`src/rtl/mio_pkg.sv`:
```
// Shared types and address map for the memory/IO bus responder.
package mio_pkg;

  typedef enum logic [1:0] {
    ST_IDLE,
    ST_ACC,
    ST_RESP
  } mio_state_e;

  typedef enum logic [2:0] {
    RGN_RAM,
    RGN_GPIO,
    RGN_SW,
    RGN_CNT,
    RGN_NONE
  } mio_region_e;

  localparam logic [31:0] RAM_BASE  = 32'h0000_0000;
  localparam logic [31:0] RAM_MASK  = 32'hFFFF_F000;
  localparam logic [31:0] GPIO_ADDR = 32'hE000_0000;
  localparam logic [31:0] SW_ADDR   = 32'hF000_0000;
  localparam logic [31:0] CNT_ADDR  = 32'hF000_0004;

endpackage

```
`src/rtl/mio_addr_decode.sv`:
```
// Combinational word-address decode into a bus region; byte offset is not an input.
module mio_addr_decode
  import mio_pkg::*;
(
  input  logic [31:2]  word_addr,
  output mio_region_e  region,
  output logic         unmapped
);

  always_comb begin
    region = RGN_NONE;
    if ((word_addr & RAM_MASK[31:2]) == RAM_BASE[31:2]) begin
      region = RGN_RAM;
    end else if (word_addr == GPIO_ADDR[31:2]) begin
      region = RGN_GPIO;
    end else if (word_addr == SW_ADDR[31:2]) begin
      region = RGN_SW;
    end else if (word_addr == CNT_ADDR[31:2]) begin
      region = RGN_CNT;
    end
    unmapped = (region == RGN_NONE);
  end

endmodule

```
`src/rtl/mio_bus_responder.sv`:
```
// CPU memory/IO responder: one access at a time, RAM wait states, one-cycle mio_ready.
// Optional bus_err output when MIO_BUSERR_EN is defined.
module mio_bus_responder
  import mio_pkg::*;
#(
  parameter int unsigned RAM_WAIT = 2
) (
  input  logic        clk,
  input  logic        reset,
  input  logic        cpu_mio,
  input  logic        mem_r,
  input  logic        mem_w,
  input  logic [31:0] addr_bus,
  input  logic [31:0] cpu_data_out,
  output logic [31:0] cpu_data_in,
  output logic        mio_ready,
  output logic [9:0]  ram_addr,
  output logic        ram_we,
  output logic [31:0] ram_din,
  input  logic [31:0] ram_dout,
  output logic [31:0] gpio_out,
  input  logic [15:0] sw,
  input  logic [31:0] counter_val,
  output logic        counter_we,
  output logic [31:0] counter_din
`ifdef MIO_BUSERR_EN
  ,
  output logic        bus_err
`endif
);

  localparam logic [2:0] WAIT_LAST = 3'(RAM_WAIT - 1);

  mio_state_e  state_q, state_d;
  logic [31:2] addr_q, addr_d;
  logic [31:0] wdata_q, wdata_d;
  logic        is_wr_q, is_wr_d;
  logic [2:0]  wait_q, wait_d;
  logic [31:0] rdata_q, rdata_d;
  logic [31:0] gpio_q, gpio_d;

  mio_region_e region;
  logic        unmapped;
  logic        unused_byte_offset;

  assign unused_byte_offset = ^addr_bus[1:0];

  mio_addr_decode u_decode (
    .word_addr (addr_q),
    .region    (region),
    .unmapped  (unmapped)
  );

  always_ff @(posedge clk or posedge reset) begin
    if (reset) begin
      state_q <= ST_IDLE;
      addr_q  <= '0;
      wdata_q <= '0;
      is_wr_q <= 1'b0;
      wait_q  <= '0;
      rdata_q <= '0;
      gpio_q  <= '0;
    end else begin
      state_q <= state_d;
      addr_q  <= addr_d;
      wdata_q <= wdata_d;
      is_wr_q <= is_wr_d;
      wait_q  <= wait_d;
      rdata_q <= rdata_d;
      gpio_q  <= gpio_d;
    end
  end

  always_comb begin
    state_d    = state_q;
    addr_d     = addr_q;
    wdata_d    = wdata_q;
    is_wr_d    = is_wr_q;
    wait_d     = wait_q;
    rdata_d    = rdata_q;
    gpio_d     = gpio_q;
    ram_we     = 1'b0;
    counter_we = 1'b0;
    case (state_q)
      ST_IDLE: begin
        if (cpu_mio && (mem_r || mem_w)) begin
          addr_d  = addr_bus[31:2];
          wdata_d = cpu_data_out;
          is_wr_d = mem_w;  // write wins when both kinds are requested
          wait_d  = '0;
          state_d = ST_ACC;
        end
      end
      ST_ACC: begin
        ram_we     = is_wr_q && (region == RGN_RAM) && (wait_q == '0);
        counter_we = is_wr_q && (region == RGN_CNT) && (wait_q == '0);
        if (!is_wr_q && (region == RGN_RAM) && (wait_q != WAIT_LAST)) begin
          wait_d = wait_q + 3'd1;
        end else begin
          wait_d  = '0;
          state_d = ST_RESP;
          if (is_wr_q) begin
            rdata_d = '0;
            if (region == RGN_GPIO) gpio_d = wdata_q;
          end else begin
            case (region)
              RGN_RAM:  rdata_d = ram_dout;
              RGN_GPIO: rdata_d = gpio_q;
              RGN_SW:   rdata_d = {16'b0, sw};
              RGN_CNT:  rdata_d = counter_val;
              default:  rdata_d = '0;
            endcase
          end
        end
      end
      ST_RESP: state_d = ST_IDLE;
      default: state_d = ST_IDLE;
    endcase
  end

  assign mio_ready   = (state_q == ST_RESP);
  assign cpu_data_in = rdata_q;
  assign gpio_out    = gpio_q;
  assign ram_addr    = addr_q[11:2];
  assign ram_din     = wdata_q;
  assign counter_din = wdata_q;

`ifdef MIO_BUSERR_EN
  assign bus_err = mio_ready && (unmapped || (is_wr_q && (region == RGN_SW)));
`else
  logic unused_unmapped;
  assign unused_unmapped = unmapped;
`endif

endmodule

```
`config.mk`:
```
export PLATFORM = sky130hd
export DESIGN_NAME = mio_bus_responder
export DESIGN_NICKNAME = d
export VERILOG_FILES = /design/src/rtl/mio_pkg.sv /design/src/rtl/mio_addr_decode.sv /design/src/rtl/mio_bus_responder.sv
export SDC_FILE = /design/constraint.sdc
export NUM_CORES = 1
export LEC_CHECK = 0
export BUFFER_PORTS_ARGS = -buffer_cell sky130_fd_sc_hd__buf_2
export CORE_UTILIZATION = 51
export CTS_CLUSTER_DIAMETER = 100
export DETAILED_ROUTE_END_ITERATION = 10
export PLACE_DENSITY_LB_ADDON = 0.08
export SETUP_SLACK_MARGIN = 0.02
export SYNTH_ARGS = -nofsm -noshare
export SYNTH_HDL_FRONTEND = slang
export SYNTH_SLANG_ARGS = --single-unit
```
`constraint.sdc`:
```
create_clock -name clk -period 12.13 [get_ports clk]
set_clock_uncertainty 0.1 [all_clocks]
set_input_delay 0.6065 -clock clk [delete_from_list [all_inputs] [get_ports clk]]
set_output_delay 0.6065 -clock clk [all_outputs]
set_load 0.01 [all_outputs]
```
== Yosys cells after proc, flatten, opt, wreduce, memory -nomap -nowiden ==
Cells that the tools add are included.

* Bits in registers: 132
* Input port bits: 149
* Output and inout port bits: 141
* Word-level logic and storage cells: 53

* Add/sub/neg operators: 1
* Equality and inequality tests: 11
* Mux-type cells: 14
* Bitwise gates (word level): 1
* Reduce and logical (&&, ||, !) cells: 19

{| class="wikitable"
|+ Operators with widths
! kind !! count
|-
| $pmux W32 S4 || 1
|-
| $eq A30 B30 Y1 const B || 3
|-
| $mux W32 || 1
|-
| $logic_not A30 Y1 || 1
|-
| $mux W3 || 6
|-
| $reduce_and A2 Y1 || 4
|-
| $logic_and A1 B1 Y1 || 7
|-
| $eq A3 B2 Y1 const B || 2
|-
| $logic_not A3 Y1 || 2
|-
| $pmux W3 S2 || 1
|-
| $mux W2 || 2
|-
| $ne A2 B2 Y1 const B || 2
|-
| $pmux W2 S2 || 1
|-
| $reduce_and A4 Y1 || 1
|-
| $add A3 B1 Y3 const B || 1
|-
| $eq A3 B1 Y1 const B || 1
|-
| $ne A3 B1 Y1 const B || 1
|-
| $eq A2 B1 Y1 const B || 1
|-
| $eq A2 B2 Y1 const B || 1
|-
| $logic_not A2 Y1 || 1
|-
| $mux W1 || 2
|-
| $reduce_bool A2 Y1 || 1
|-
| $logic_not A1 Y1 || 1
|-
| $logic_or A1 B1 Y1 || 1
|-
| $not A1 Y1 || 1
|}

== Logic depth before layout (Yosys ltp) ==
* Depth after elaboration: 10
* Gate-level depth with buffers: 9
* Depth with buffers taken out: 6

== Cells and area by module ==
From an unflattened synthesis, not the netlist that was laid out.

* Cell total of the unflattened synthesis: 477
* Area, all modules: 6607.6 µm²

{| class="wikitable"
|+ By module, submodules not included
! module !! times used !! cells each !! area each (µm²) !! sequential area each (µm²)
|-
| mio_bus_responder || 1 || 459 || 6470.0 || 3303.2
|-
| mio_addr_decode || 1 || 18 || 137.6 || 0.0
|}

== Least setup slack after synthesis ==
OpenSTA, ideal clock, no wires.

* Path kind: register to output
* Start point: register addr_q[13] (netlist bit)
* End point: output port counter_we
* Arrival time: 1.809 ns
* Data required time: 11.424 ns
* Setup slack: 9.614 ns
* Stages on the path, launching flop included: 6
* Path through: dfrtp_1 > nor4_1 > nand4_2 > nor3_4 > clkbuf_1 > and3_1

* Word-level cells in the longest chain between the ends: 9
* Elaborated cells between the ends (all ways): 12
* Those cells by class: eq/ne: 4; mux: 5; reduce/logical: 3

{| class="wikitable"
|+ RTL lines
! what !! line !! source
|-
| from (decl) || mio_bus_responder.sv:35 || <nowiki>logic [31:2] addr_q, addr_d;</nowiki>
|-
| from (signal assigned) || mio_bus_responder.sv:65 || <nowiki>addr_q <= addr_d;</nowiki>
|-
| $eq A30 B30 Y1 || mio_addr_decode.sv:18 || <nowiki>end else if (word_addr == CNT_ADDR[31:2]) begin</nowiki>
|-
| $mux W3 || mio_addr_decode.sv:18 ||
|-
| $mux W3 || mio_addr_decode.sv:16 || <nowiki>end else if (word_addr == SW_ADDR[31:2]) begin</nowiki>
|-
| $mux W3 || mio_addr_decode.sv:14 || <nowiki>end else if (word_addr == GPIO_ADDR[31:2]) begin</nowiki>
|-
| $mux W3 * || mio_addr_decode.sv:12 || <nowiki>if ((word_addr & RAM_MASK[31:2]) == RAM_BASE[31:2]) begin</nowiki>
|-
| $eq A3 B2 Y1 * || mio_bus_responder.sv:96 || <nowiki>counter_we = is_wr_q && (region == RGN_CNT) && (wait_q == '0);</nowiki>
|-
| $logic_and A1 B1 Y1 * (2 in series) || mio_bus_responder.sv:96 ||
|-
| $mux W1 * || mio_bus_responder.sv:84 || <nowiki>case (state_q)</nowiki>
|-
| to (decl) || mio_bus_responder.sv:24 || <nowiki>output logic counter_we,</nowiki>
|}

Mark *: on every way between the ends. The rest lies on a longest branch, timed or not.

== Worst setup path after layout ==
* Start point: register addr_q[13] (netlist bit)
* End point: register gpio_q[12], in the netlist gpio_out[12]

* Word-level cells in the longest chain between the ends: 10
* Elaborated cells between the ends (all ways): 14
* Those cells by class: eq/ne: 4; mux: 4; bitwise: 1; reduce/logical: 5

{| class="wikitable"
|+ RTL lines
! what !! line !! source
|-
| $eq A30 B30 Y1 || mio_addr_decode.sv:18 ||
|-
| $mux W3 || mio_addr_decode.sv:18 ||
|-
| $mux W3 || mio_addr_decode.sv:16 ||
|-
| $mux W3 || mio_addr_decode.sv:14 ||
|-
| $mux W3 * || mio_addr_decode.sv:12 ||
|-
| $logic_not A3 Y1 || mio_bus_responder.sv:97 || <nowiki>if (!is_wr_q && (region == RGN_RAM) && (wait_q != WAIT_LAST)) begin</nowiki>
|-
| $logic_and A1 B1 Y1 (2 in series) || mio_bus_responder.sv:97 ||
|-
| $not A1 Y1 (no line) || - ||
|-
| $reduce_and A4 Y1 (no line) * || - ||
|-
| to (signal assigned) || mio_bus_responder.sv:70 || <nowiki>gpio_q <= gpio_d;</nowiki>
|-
| to (decl) || mio_bus_responder.sv:40 || <nowiki>logic [31:0] gpio_q, gpio_d;</nowiki>
|}

Marked as above.
A chain may end at the register's enable or synchronous reset.

==> flow_metrics.tcl <==
set metrics [dict create \
    comb_power_share_pct 19.8 \
    synth_top_area_share_pct 53.7 \
    fillCellCount 930 \
    power_mw 1.26 \
    remaining_drc_errors 19 \
    die_w_um 112 \
    path_clk_slew_ns 0.05 \
    period_needed_ns 3.69 \
    cp_cell_sequence "nor4_1, nand4_2, nor3_4, and4_2, mux2_1" \
    ys_seq_area_share_pct 53.7 \
    cts_root_buf "clkbuf_16" \
    die-height_um 112 \
    viasPerCell 5.39 \
    sw_frac_of_total_pct 27.8 \
    start_util_pct 53.2 \
    drive_gt1_share_pct 51.4 \
    grt_max_degree 72 \
    ctsResizeCount 0 \
    worstHoldPathType "in -> async" \
    cts_setup_buffers 0 \
    arrival_ns 3.87 \
    tritoncts "yes" \
    numCtsBuffers 17 \
    portBuffers 287 \
    seq_area_um2 3300 \
    fmax_ghz 0.271 \
    clock_latency_ns 0.41 \
    p_seq_share_pct 43.2 \
    place_congestion 0.774 \
    violations "DRC" \
    detailroute.via_count 4907 \
    io_pins 290 \
    slew_violations 0 \
    netlist_instances 514 \
    rr_worst_depth 5 \
    drtIter0Drc 258 \
    cap_viol_max_count 0 \
    grt_usage_pct 27.4 \
    leakagePower_nw 4.15 \
    relSlewSlack_pct 13.1 \
    hpwl_um 11500 \
    cp_max_fo 32 \
    cts.sinks 132 \
    required_ns 12.32 \
    wl_per_cell_um 17.8 \
    intPower_mw 0.907 \
    fin_tns_setup_ns 0 \
    first_pass_iters 10 \
    r2r_end "gpio_out[12]" \
    antenna_found_initial 2 \
    avgSynthCellArea_um2 12.0 \
    drt-total-wl_um 16200 \
    ys_types 35 \
    powerDensity_nw_per_um2 158 \
    syn_area_um2 6150 \
    rsz0062_at_grt "false" \
    syn_to_final_growth_pct 29.0 \
    cts_htree_levels 4 \
    die-area_um2 12500 \
    start_kind "flip-flop" \
    clock_path_buffers 2 \
    antenna_left 0 \
    peakVddDrop_mv 0.120 \
    finalCritPeriodShare_pct 30.4 \
    yosys_warnings 0 \
    rows 39 \
    nets 905 \
    r2r_slack_ns 8.44 \
    yosysTopAreaCell "dfrtp_1" \
    grt_pass1_wl_um 26100 \
    grt_pass1_vias 5030 \
    slowest_stage "and4_2" \
    endpoint_kind "flip-flop" \
    core_um2 11600 \
    synth_nets 666 \
    setup_viol 0 \
    crit_path_max_incr_delay_ns 1.04 \
    ys_ff_latch 132 \
    whs_ns 0.242 \
    switchingPower_mw 0.349 \
    tightest_slew_ns 1.30 \
    grt_overflow 0 \
    multiInputGateArea_um2 2390 \
    yosys-top-cells-area "dfrtp_1, mux2_2, mux2_1" \
    path_class "reg -> reg" \
    finalHoldViolCount 0 \
    hold_buffers 0 \
    clkPwrFrac_pct 37.1 \
    status "complete, but fails checks" \
    r2r-start "addr_q[13]" \
]
synth_stat cells:
cell and count:
nand4b_1 1, and4_1 1, and2_1 1, o21ai_1 16
a22o_1 16, clkbuf_1 22, buf_4 43, nor2b_1 4
nor4_4 1, o21ai_0 35, nor2_1 6, a32oi_1 1
buf_1 1, nand2b_1 1, dfrtp_1 132, buf_6 3
or3_1 2, a21o_1 1, mux2_1 32, ha_1 3
o41ai_2 1, a22oi_1 32, nand4_2 1, nor3_4 1
nand3_1 2, nor4_1 5, mux2_2 63, or4_1 1
buf_2 4, nand2_1 52, and3_1 2, nor3_1 3
xor2_1 1, inv_1 8, mux2i_1 16
power groups by stage:
stage | logic [mW] | clock network [mW] | registers [mW]
floorplan | 0.180 | 0 | 0.548
finish | 0.248 | 0.466 | 0.542
detailed placement | 0.250 | 0 | 0.550
global placement | 0.247 | 0 | 0.545
CTS | 0.251 | 0.474 | 0.543
global route | 0.268 | 0.492 | 0.551
sequential cells by signal, indices dropped and copies added (netlist names):
name         cells
counter_din     32
cpu_data_in     32
gpio_out        32
addr_q          30
wait_q           3
state_q          2
is_wr_q          1
worst max-delay path by stage:
stage                     startpoint      endpoint  slack (ns)  cells past startpoint
after global routing      addr_q[13]  gpio_out[18]        8.21                      5
final                     addr_q[13]  gpio_out[12]        8.44                      5
after CTS                 addr_q[13]  gpio_out[12]        8.36                      5
after global placement    addr_q[13]  gpio_out[12]        8.44                      5
after detailed placement  addr_q[13]  gpio_out[18]        8.36                      5
after floorplan                reset    addr_q[10]        7.90                      1
layout by cell type (no fill, tap or decap), drive strengths merged, types with 3 or more instances in the layout:
cell type / Yosys / layout
nor3: 4 / 4
a22o: 16 / 16
clkinv: 0 / 4
buf: 51 / 293
mux2i: 16 / 16
inv: 8 / 8
o21ai: 51 / 51
nand2: 52 / 52
nor2b: 4 / 4
a22oi: 32 / 32
clkbuf: 22 / 27
nor2: 6 / 6
mux2: 95 / 95
ha: 3 / 3
nor4: 6 / 6
dfrtp: 132 / 132
worst max-delay path: cells and delay by family (launching register included):
family | cells | cell delay, ns
flops | 1 | 0.37
simple gates | 4 | 2.68
mux | 1 | 0.40
layout make-up:
class	instances	share of cell area (%)
multi-input combinational	301	30.1
clock inverter	4	0.252
tap	143	2.26
inverter	8	0.410
antenna	2	0.0631
clock buffer	27	6.59
sequential	132	41.6
timing repair buffer	293	18.7
cells by family (layout without fill, tap and decap cells):
kind of cell             Yosys count  in the layout  share of synthesized area [%]
other                              0              2                              0
AND/OR/NAND/NOR                   84             84                           6.69
buffers and inverters             81            332                           8.01
multiplexers                     111            111                           20.0
XOR/XNOR                           1              1                          0.142
AO/OA/AOI/OAI                    102            102                           10.9
flip-flops                       132            132                           53.7
adder cells (fa/ha/maj)            3              3                          0.610
metal layers:
| layer | GRT usage [%] | share of wire (%) | vias to the layer above | wire length (um) |
|---|---|---|---|---|
| met3 | 7.73 | 7.9 | 21 | 1280 |
| li1 | - | - | 2276 | - |
| met5 | 0 | 0 | - | 0 |
| met1 | 32.4 | 39 | 2386 | 6380 |
| met2 | 47.1 | 51 | 224 | 8300 |
| met4 | 10.7 | 1.6 | 0 | 261 |
per-stage QoR:
| stage | setup slack, ns | utilization, % | area, um2 | cells |
|---|---|---|---|---|
| 2_1_floorplan | 7.90 | - | 6150 | 514 |
| 3_3_place_gp | 8.44 | 63.9 | 7390 | 877 |
| 3_5_place_dp | 8.36 | 63.9 | 7390 | 877 |
| 4_1_cts | 8.36 | 68.6 | 7930 | 908 |
| 5_1_grt | 8.21 | 68.6 | 7930 | 910 |
| 6_report | 8.44 | 68.6 | 7930 | 910 |
Note: power is estimated with default switching activity, not from simulation.
